===== src/rtl/rmii_pkg.sv =====
// Shared RMII transmit/receive types, framing constants and byte-wise CRC-32 step.
// latency: n/a (declarations only); backpressure: n/a.
package rmii_pkg;

  typedef enum logic [2:0] {
    IDLE,
    PREAMBLE,
    SFD,
    PAYLOAD,
    PAD,
    FCS,
    IFG,
    DISCARD
  } tx_state_t;

  localparam logic [7:0]  PREAMBLE_BYTE = 8'h55;
  localparam logic [7:0]  SFD_BYTE      = 8'hD5;

  localparam logic [31:0] CRC_POLY      = 32'hEDB88320;
  localparam logic [31:0] CRC_INIT      = 32'hFFFFFFFF;
  localparam logic [31:0] CRC_RESIDUE   = 32'hDEBB20E3;

  // Reflected CRC-32, one byte consumed LSB-first; no final inversion.
  function automatic logic [31:0] crc32_byte(input logic [31:0] crc, input logic [7:0] data);
    logic [31:0] c;
    c = crc ^ {24'h000000, data};
    for (int i = 0; i < 8; i++) begin
      c = c[0] ? ((c >> 1) ^ CRC_POLY) : (c >> 1);
    end
    return c;
  endfunction

endpackage


===== src/rtl/eth_crc32.sv =====
// Byte-wise Ethernet CRC-32 accumulator, shared by the transmit framer and receive checker.
// latency: crc reflects a byte one clk after en; backpressure: none, en is a plain strobe.
module eth_crc32
  import rmii_pkg::*;
(
  input  logic        clk,
  input  logic        rst,
  input  logic        init,
  input  logic        en,
  input  logic [7:0]  data,
  output logic [31:0] crc
);

  always_ff @(posedge clk) begin
    if (rst || init) begin
      crc <= CRC_INIT;
    end else if (en) begin
      crc <= crc32_byte(crc, data);
    end
  end

endmodule


===== src/rtl/rmii_tx_framer.sv =====
// RMII transmit framer: preamble, SFD, payload, zero pad, FCS and IFG, one dibit per clk.
// latency: TX_EN one clk after s_tvalid in IDLE; backpressure: s_tready only at byte-fetch dibits.
module rmii_tx_framer
  import rmii_pkg::*;
#(
  parameter int MIN_FRAME_BYTES = 64,
  parameter int PREAMBLE_BYTES  = 7,
  parameter int IFG_BYTES       = 12
) (
  input  logic       clk,
  input  logic       rst,
  input  logic [7:0] s_tdata,
  input  logic       s_tvalid,
  input  logic       s_tlast,
  output logic       s_tready,
  output logic       TX_EN,
  output logic [1:0] TXD,
  output logic       busy,
  output logic       underrun
);

  localparam logic [15:0] MIN_PAY  = 16'(MIN_FRAME_BYTES - 4);
  localparam logic [7:0]  PRE_LAST = 8'(PREAMBLE_BYTES - 1);
  // The single IDLE cycle before a new frame completes the gap on the wire.
  localparam logic [7:0]  IFG_LAST = 8'(4 * IFG_BYTES - 2);

  tx_state_t   state, state_nx;
  logic [1:0]  dib, dib_nx;
  logic [7:0]  cnt, cnt_nx;
  logic [15:0] pay_cnt, pay_cnt_nx;
  logic [7:0]  cur_byte, byte_nx;
  logic        last_seen, last_nx;
  logic        bad, bad_nx;
  logic        fetch;
  logic        crc_init, crc_en;
  logic [7:0]  crc_dat;
  logic [31:0] crc;
  logic        tx_en_nx;
  logic [1:0]  txd_nx;
  logic        busy_nx;

  function automatic logic [15:0] sat_inc(input logic [15:0] x);
    return (x == 16'hFFFF) ? x : x + 16'd1;
  endfunction

  // A bad frame carries the raw register, i.e. the complement of the correct FCS.
  function automatic logic [7:0] fcs_byte(input logic [31:0] c, input logic b, input logic [1:0] k);
    logic [31:0] w;
    w = b ? c : ~c;
    return w[{k, 3'b000} +: 8];
  endfunction

  eth_crc32 u_crc (
    .clk  (clk),
    .rst  (rst),
    .init (crc_init),
    .en   (crc_en),
    .data (crc_dat),
    .crc  (crc)
  );

  always_comb begin
    state_nx   = state;
    dib_nx     = dib + 2'd1;
    cnt_nx     = cnt;
    pay_cnt_nx = pay_cnt;
    byte_nx    = cur_byte;
    last_nx    = last_seen;
    bad_nx     = bad;
    crc_init   = 1'b0;
    crc_en     = 1'b0;
    crc_dat    = s_tdata;
    fetch      = (dib == 2'd3) && ((state == SFD) || ((state == PAYLOAD) && !last_seen));
    s_tready   = fetch || (state == DISCARD);

    case (state)
      IDLE: begin
        dib_nx = 2'd0;
        if (s_tvalid) begin
          state_nx   = PREAMBLE;
          cnt_nx     = 8'd0;
          pay_cnt_nx = 16'd0;
          last_nx    = 1'b0;
          bad_nx     = 1'b0;
          crc_init   = 1'b1;
          byte_nx    = PREAMBLE_BYTE;
        end
      end
      PREAMBLE: begin
        if (dib == 2'd3) begin
          if (cnt == PRE_LAST) begin
            state_nx = SFD;
            byte_nx  = SFD_BYTE;
            cnt_nx   = 8'd0;
          end else begin
            cnt_nx = cnt + 8'd1;
          end
        end
      end
      SFD, PAYLOAD: begin
        if (fetch) begin
          if (s_tvalid) begin
            state_nx   = PAYLOAD;
            byte_nx    = s_tdata;
            last_nx    = s_tlast;
            crc_en     = 1'b1;
            pay_cnt_nx = sat_inc(pay_cnt);
          end else begin
            state_nx = FCS;
            bad_nx   = 1'b1;
            cnt_nx   = 8'd0;
            byte_nx  = fcs_byte(crc, 1'b1, 2'd0);
          end
        end else if (dib == 2'd3) begin
          if (pay_cnt < MIN_PAY) begin
            state_nx   = PAD;
            byte_nx    = 8'h00;
            crc_en     = 1'b1;
            crc_dat    = 8'h00;
            pay_cnt_nx = sat_inc(pay_cnt);
          end else begin
            state_nx = FCS;
            cnt_nx   = 8'd0;
            byte_nx  = fcs_byte(crc, bad, 2'd0);
          end
        end
      end
      PAD: begin
        if (dib == 2'd3) begin
          if (pay_cnt >= MIN_PAY) begin
            state_nx = FCS;
            cnt_nx   = 8'd0;
            byte_nx  = fcs_byte(crc, bad, 2'd0);
          end else begin
            crc_en     = 1'b1;
            crc_dat    = 8'h00;
            pay_cnt_nx = sat_inc(pay_cnt);
          end
        end
      end
      FCS: begin
        if (dib == 2'd3) begin
          if (cnt == 8'd3) begin
            state_nx = IFG;
            cnt_nx   = 8'd0;
          end else begin
            cnt_nx  = cnt + 8'd1;
            byte_nx = fcs_byte(crc, bad, cnt[1:0] + 2'd1);
          end
        end
      end
      IFG: begin
        dib_nx = 2'd0;
        if (cnt == IFG_LAST) begin
          state_nx = bad ? DISCARD : IDLE;
          cnt_nx   = 8'd0;
        end else begin
          cnt_nx = cnt + 8'd1;
        end
      end
      DISCARD: begin
        dib_nx = 2'd0;
        if (s_tvalid && s_tlast) begin
          state_nx = IDLE;
        end
      end
      default: begin
        state_nx = IDLE;
      end
    endcase

    tx_en_nx = (state_nx == PREAMBLE) || (state_nx == SFD) || (state_nx == PAYLOAD) ||
               (state_nx == PAD) || (state_nx == FCS);
    txd_nx   = tx_en_nx ? byte_nx[{dib_nx, 1'b0} +: 2] : 2'b00;
    busy_nx  = (state_nx != IDLE) && (state_nx != DISCARD);
  end

  always_ff @(posedge clk) begin
    if (rst) begin
      state     <= IDLE;
      dib       <= 2'd0;
      cnt       <= 8'd0;
      pay_cnt   <= 16'd0;
      cur_byte  <= 8'h00;
      last_seen <= 1'b0;
      bad       <= 1'b0;
      TX_EN     <= 1'b0;
      TXD       <= 2'b00;
      busy      <= 1'b0;
      underrun  <= 1'b0;
    end else begin
      state     <= state_nx;
      dib       <= dib_nx;
      cnt       <= cnt_nx;
      pay_cnt   <= pay_cnt_nx;
      cur_byte  <= byte_nx;
      last_seen <= last_nx;
      bad       <= bad_nx;
      TX_EN     <= tx_en_nx;
      TXD       <= txd_nx;
      busy      <= busy_nx;
      underrun  <= fetch && !s_tvalid;
    end
  end

endmodule

===== config.mk =====
export PLATFORM = sky130hd
export DESIGN_NAME = rmii_tx_framer
export DESIGN_NICKNAME = d
export VERILOG_FILES = /design/src/rtl/rmii_pkg.sv /design/src/rtl/eth_crc32.sv /design/src/rtl/rmii_tx_framer.sv
export SDC_FILE = /design/constraint.sdc
export NUM_CORES = 1
export LEC_CHECK = 0
export ABC_AREA = 1
export CAP_MARGIN = 10
export CORE_ASPECT_RATIO = 1.75
export CORE_MARGIN = 2
export CORE_UTILIZATION = 57
export CTS_CLUSTER_DIAMETER = 80
export DETAILED_ROUTE_END_ITERATION = 8
export GPL_ROUTABILITY_DRIVEN = 0
export GPL_TIMING_DRIVEN = 0
export PLACE_DENSITY = 0.86
export RECOVER_POWER = 50
export SYNTH_ARGS = -nofsm -noshare
export SYNTH_HDL_FRONTEND = slang
export SYNTH_SLANG_ARGS = --single-unit

===== constraint.sdc =====
create_clock -name clk -period 2.29 [get_ports clk]
set_input_delay 0.229 -clock clk [delete_from_list [all_inputs] [get_ports clk]]
set_output_delay 0.229 -clock clk [all_outputs]
set_load 0.05 [all_outputs]

## After elaboration in Yosys (flattened, before gate mapping)

Cells that the tools add are included.

| cells by class | value |
|---|---|
| bitwise logic cells | 11 |
| eq/ne operators | 32 |
| shift-type cells | 2 |
| multiplexer cells | 80 |
| reduce and logical (&&, ||, !) cells | 26 |
| divide/modulo/power cells | 0 |
| magnitude comparators | 2 |
| $mul | 0 |
| add/sub/neg operators | 4 |

Operators with widths:

| kind | number |
|---|---|
| $mux W32 | 9 |
| $mux W8 | 28 |
| $mux W16 | 8 |
| $not A13 Y14 | 8 |
| $pmux W16 S3 | 1 |
| $pmux W8 S6 | 1 |
| $pmux W8 S5 | 1 |
| $mux W3 | 13 |
| $not A32 Y32 | 1 |
| $shiftx A32 B6 Y8 | 1 |
| $xor A32 B8 Y32 | 1 |
| $pmux W3 S7 | 1 |
| $eq A3 B3 Y1 const B | 6 |
| $ne A2 B2 Y1 const B | 9 |
| $ne A3 B3 Y1 const B | 6 |
| $add A16 B1 Y16 const B | 1 |
| $eq A16 B16 Y1 const B | 1 |
| $ge A16 B6 Y1 const B | 1 |
| $lt A16 B6 Y1 const B | 1 |
| $pmux W8 S2 | 1 |
| $mux W1 | 13 |
| $eq A3 B2 Y1 const B | 4 |
| $reduce_and A9 Y1 | 1 |
| $add A8 B1 Y8 const B | 1 |
| 21 further kinds | 39 |

| word-level totals | value |
|---|---|
| logic and storage cells | 169 |
| bits in registers | 76 |
| memories kept | 0 |
| output and inout bits | 6 |
| ROM bits | 0 |
| bits in latches | 0 |
| RAM bits | 0 |

## Longest topological paths before layout

| logic depth | value |
|---|---|
| word-level depth | 23 |
| gate-level depth with buffers | 18 |
| gate-level depth less buffers | 17 |

## Hierarchy

Synthesis repeated with hierarchy kept, for this count alone.

| second synthesis, totals | value |
|---|---|
| cell total of the unflattened synthesis | 995 |
| area, all modules | 6057.1 sq um |

By module, submodules not included:

| module | cells each | seq. area each (sq um) | instances | area an instance (sq um) |
|---|---|---|---|---|
| rmii_tx_framer | 668 | 880.8 | 1 | 3816.2 |
| eth_crc32 | 327 | 640.6 | 1 | 2240.9 |

## Worst setup path before layout

Ideal clock, no wire load.

| timing | value |
|---|---|
| kind | register -> register |
| start point | register cnt[0] |
| end point | register TXD[1] |
| data required time | 2.163 ns |
| path buffers | 3 |
| arrival | 2.139 ns |
| library setup time | 0.127 ns |
| setup slack | 0.023 ns |
| cell stages (with the launch flop) | 15 |
| cell sequence | dfxtp_1 clkbuf_1 inv_1 ha_1 clkbuf_1 clkbuf_1 o211ai_1 nand2_1 nand2_1 nand3_1 nand3_1 nor2_1 nand2_1 nand3_1 a21oi_1 |

| between the ends | value |
|---|---|
| cells in the longest elaborated chain, start to end | 11 |
| elaborated cells between the ends (all ways) | 28 |
| classes of those cells | add/sub: 1; eq/ne: 8; shift: 2; mux: 11; bitwise: 1; reduce/logical: 5 |

RTL lines:

| item | RTL line | text |
|---|---|---|
| from (decl) | rmii_tx_framer.sv:29 | `logic [7:0] cnt, cnt_nx;` |
| from (signal assigned) | rmii_tx_framer.sv:194 | `cnt <= cnt_nx;` |
| branches (longest 11 deep; another with $add A2 B1 Y2) | n/a |  |
| to (signal assigned) | rmii_tx_framer.sv:200 | `TXD <= txd_nx;` |
| to (decl) | rmii_tx_framer.sv:17 | `output logic [1:0] TXD,` |

Several ways; the timed one is not identified.
A chain may end at the register's enable or synchronous reset.

## Final worst setup path

| timing | value |
|---|---|
| start point | register state[1] |
| end point | register u_crc.crc[15] |

| between the ends | value |
|---|---|
| cells in the longest elaborated chain, start to end | 18 |
| elaborated cells between the ends (all ways) | 27 |
| classes of those cells | eq/ne: 3; mux: 13; bitwise: 5; reduce/logical: 6 |

RTL lines:

| item | RTL line | text |
|---|---|---|
| from (decl) | rmii_tx_framer.sv:27 | `tx_state_t state, state_nx;` |
| from (signal assigned) | rmii_tx_framer.sv:192 | `state <= state_nx;` |
| $eq A3 B2 Y1 | rmii_tx_framer.sv:73, rmii_tx_framer.sv:76 |  |
| $logic_and A1 B1 Y1 | rmii_tx_framer.sv:73 | `fetch = (dib == 2'd3) && ((state == SFD) \|\| ((state == PAYLOAD) && !last_seen));` |
| $logic_or A1 B1 Y1 | rmii_tx_framer.sv:73 |  |
| $logic_and A1 B1 Y1 | rmii_tx_framer.sv:73 |  |
| $mux W8 | rmii_tx_framer.sv:101 | `if (fetch) begin` |
| $pmux W8 S2 | rmii_tx_framer.sv:76 | `case (state)` |
| $xor A32 B8 Y32 | rmii_pkg.sv:26 | `c = crc ^ {24'h000000, data};` |
| $mux W32 (2 in a row) | rmii_pkg.sv:28 | `c = c[0] ? ((c >> 1) ^ CRC_POLY) : (c >> 1);` |
| $not A13 Y14 (no line) | n/a |  |
| $mux W32 | rmii_pkg.sv:28 |  |
| $not A13 Y14 (no line) | n/a |  |
| $mux W32 (4 in a row) | rmii_pkg.sv:28 |  |
| $not A13 Y14 (no line) | n/a |  |
| $mux W32 | rmii_pkg.sv:28 |  |
| to (signal assigned) | eth_crc32.sv:18 | `crc <= crc32_byte(crc, data);` |
| to (decl) | eth_crc32.sv:11 | `output logic [31:0] crc` |

Several ways; a longest one is shown, not always the timed one.

==> results.yml <==
drt:
  routedWlPerCell_um: 19.4
  drcViolationCount: 0
  drtAntennaViolNets: 0
  routed-wl-met3_mm: 2.28
  wl_mm: 22.7
  wl_met1_mm: 7.02
  drtPass1Iterations: 9
  vias: 7367
  via_per_inst: 6.29
  first_iter_violations: 1020
  top_layer: "met4"
  wl_met2_mm: 10.7
setup_path:
  slowest_stage: "dfxtp_4"
  crit_chain: "inv_2, nand2_4, nand3_4, nor2_4, nand3_4, buf_6, clkbuf_16, nand3_4, nand2_8, buf_4, xor2_2, xor2_1, nand2_1, nand3b_1"
  required_ns: 2.58
  critPathKind: "reg2reg"
  end_kind: "flip-flop"
  cp.arrival_ns: 2.70
  start_kind: "flip-flop"
  cp_common_cell: "nand3_4"
  critPathMaxFanout: 7
  timing.critical_path.slowest_cell_delay_ns: 0.37
timing:
  relSlewSlack_pct: 44.4
  hold-worst-slack_ns: 0.476
  hold_viol_final: 0
  setup_viol: 13
  rsz0062_at_grt: "true"
  fin_ws_ns: -0.121
  fmax_mhz: 415
  worstMarginPinSlew_ns: 0.834
  period_share_pct: 105
  fin_skew_ns: 0.00652
  drv_slew: 0
  fin_crit_ns: 2.41
layout:
  nets: 1058
  stdcell_count: 1172
  mostFrequentLayoutCell: "nand2_1"
  area_delta_synth_final_pct: 25.4
  layout_common_cells: "nand2_1, nand3_1, inv_1, dfxtp_1, nor2_1"
  antennaDiodeCount: 0
  layout-drive-gt1-share_pct: 21.6
grt:
  overflow: 0
  grt_pass1_wl_mm: 31.5
  grt_pass1_vias: 6587
  grt_usage_pct: 36.4
  grt_antenna_before_repair: 0
  grt_max_degree: 14
clock_tree:
  clkTransAtPathRegs_ns: 0.06
  cts_made_buffers: 9
  cts_tree: "done"
  htreeDepth: 3
  root_buffer: "clkbuf_16"
  hold_buffers: 0
  cts.sinks: 76
  insertion_delay_ns: 0.35
  clk_path_buf_depth: 2
pwr:
  p_leak_nw: 3.59
  power_density_nw_per_um2: 487
  total_power_mw: 3.66
  vdd_ir_drop_max_v: 0.000432
place:
  dpl.hpwl_mm: 14.2
  post-place-ws_ns: -0.731
  portBuffers: 17
  dp_cells: 1115
logic_synthesis:
  synthCells: 971
  synth.area.top_cells: "dfxtp_1, nand2_1, nand3_1"
  yosysUniqueCellTypes: 46
  synth_nets: 988
  yosysSeqAreaShare_pct: 25.3
  synth-edff-count: 0
  synthArstFlopShare_pct: 0
  synth.ff_latch_count: 76
  yosysTopAreaCell: "dfxtp_1"
  yosys_most_used_dff: "dfxtp_1"
  synth_area_um2: 6000
  syn_avg_cell_area_um2: 6.18
  yosysTopAreaCellShare_pct: 25.3
  ys_warn_count: 0
die:
  io_pins: 18
  initial_core_util_pct: 58.3
  num_rows: 49
  die_h_um: 140
  fp.coreArea_um2: 10300
  dieArea_um2: 11400
  die_w_um: 81.6
job:
  maxCapViolations: 0
status:
  violations: "setup timing"
  status: "finished, violations left"
hold_path:
  hold_path.class: "reg2reg"
[through the flow]
step,setup TNS [ns],util (%),cell area (um^2)
finish,-0.629,73.1,7530
global route,-3.08,73.1,7530
floorplan,0,-,6000
global placement,-18.37,61.5,6330
detailed placement,-17.61,61.5,6330
CTS,-0.00561,65.4,6730
[path summary, 6_finish.rpt]
kind | from | slack [ns] | cells after the start | to
worst max-delay path | state[1] | -0.12 | 14 | u_crc.crc[15]
worst min-delay path | pay_cnt[9] | 0.48 | 2 | pay_cnt[9]
worst max register to register | state[1] | -0.12 | 14 | u_crc.crc[15]
worst min register to register | pay_cnt[9] | 0.48 | 2 | pay_cnt[9]
[synth_stat cells, types with 3 or more instances]
| cell | count |
|---|---|
| nor3b_1 | 4 |
| nand3_2 | 3 |
| o211ai_1 | 13 |
| ha_1 | 5 |
| nand3b_1 | 7 |
| nand2_2 | 30 |
| dfxtp_1 | 76 |
| nand2_1 | 275 |
| nand3_1 | 117 |
| buf_2 | 7 |
| o21ai_0 | 58 |
| nand2_4 | 20 |
| xor2_1 | 28 |
| nor3_1 | 14 |
| nand4_1 | 11 |
| a21oi_1 | 46 |
| o21ai_1 | 4 |
| xnor2_1 | 11 |
| inv_2 | 9 |
| xor2_2 | 3 |
| inv_1 | 105 |
| clkbuf_1 | 18 |
| nor2_1 | 73 |
[area by class of cell]
cell class / count / area, um^2
multi-input combinational: 748 / 4290
fill: 758 / 2770
sequential: 76 / 1540
timing repair buffer: 62 / 591
inverter: 116 / 448
clock buffer: 9 / 225
buffer: 28 / 184
tap: 127 / 159
clock inverter: 6 / 90.1
[layer usage]
metal | global-route usage [%] | up-vias
met5 | 0 | -
met4 | 28.5 | 0
met3 | 7.33 | 277
met2 | 62.4 | 611
met1 | 37.0 | 3205
li1 | - | 3274
[worst max-delay path: cells and delay by family, from the launching register on]
kind	cells	cell delay, ns
xor+xnor	2	0.46
buf+inv	4	0.56
flops	1	0.37
simple gates	8	0.94
[cell families (layout without fill, tap and decap cells)]
family	Yosys count	after routing	share of synthesized area, %
AO/OA/AOI/OAI	133	133	12.4
AND/OR/NAND/NOR	568	568	45.1
buffers and inverters	147	221	9.71
XOR/XNOR	42	42	6.50
adder cells (fa/ha/maj)	5	5	1.04
flip-flops	76	76	25.3
[timing repair]
| action | CTS | global route |
|---|---|---|
| pin swaps | 2 | 41 |
| buffers inserted | 1 | 42 |
| resized for setup | 31 | 119 |
| endpoints found under the setup margin | 36 | 57 |
| gates cloned | 0 | 2 |
[flip-flops by register name, indices dropped and copies added (netlist names), 2 cells and up]
name       cells
cnt            8
u_crc.crc     32
pay_cnt       16
TXD            2
cur_byte       8
state          3
dib            2
[where the power goes]
part	leakage (nW)	internal (mW)	switching [mW]
sequential	0.621	1.34	0.0214
clock	0.151	0.951	0.625
combinational	2.82	0.255	0.472
Power figures use the tool's default switching activity.
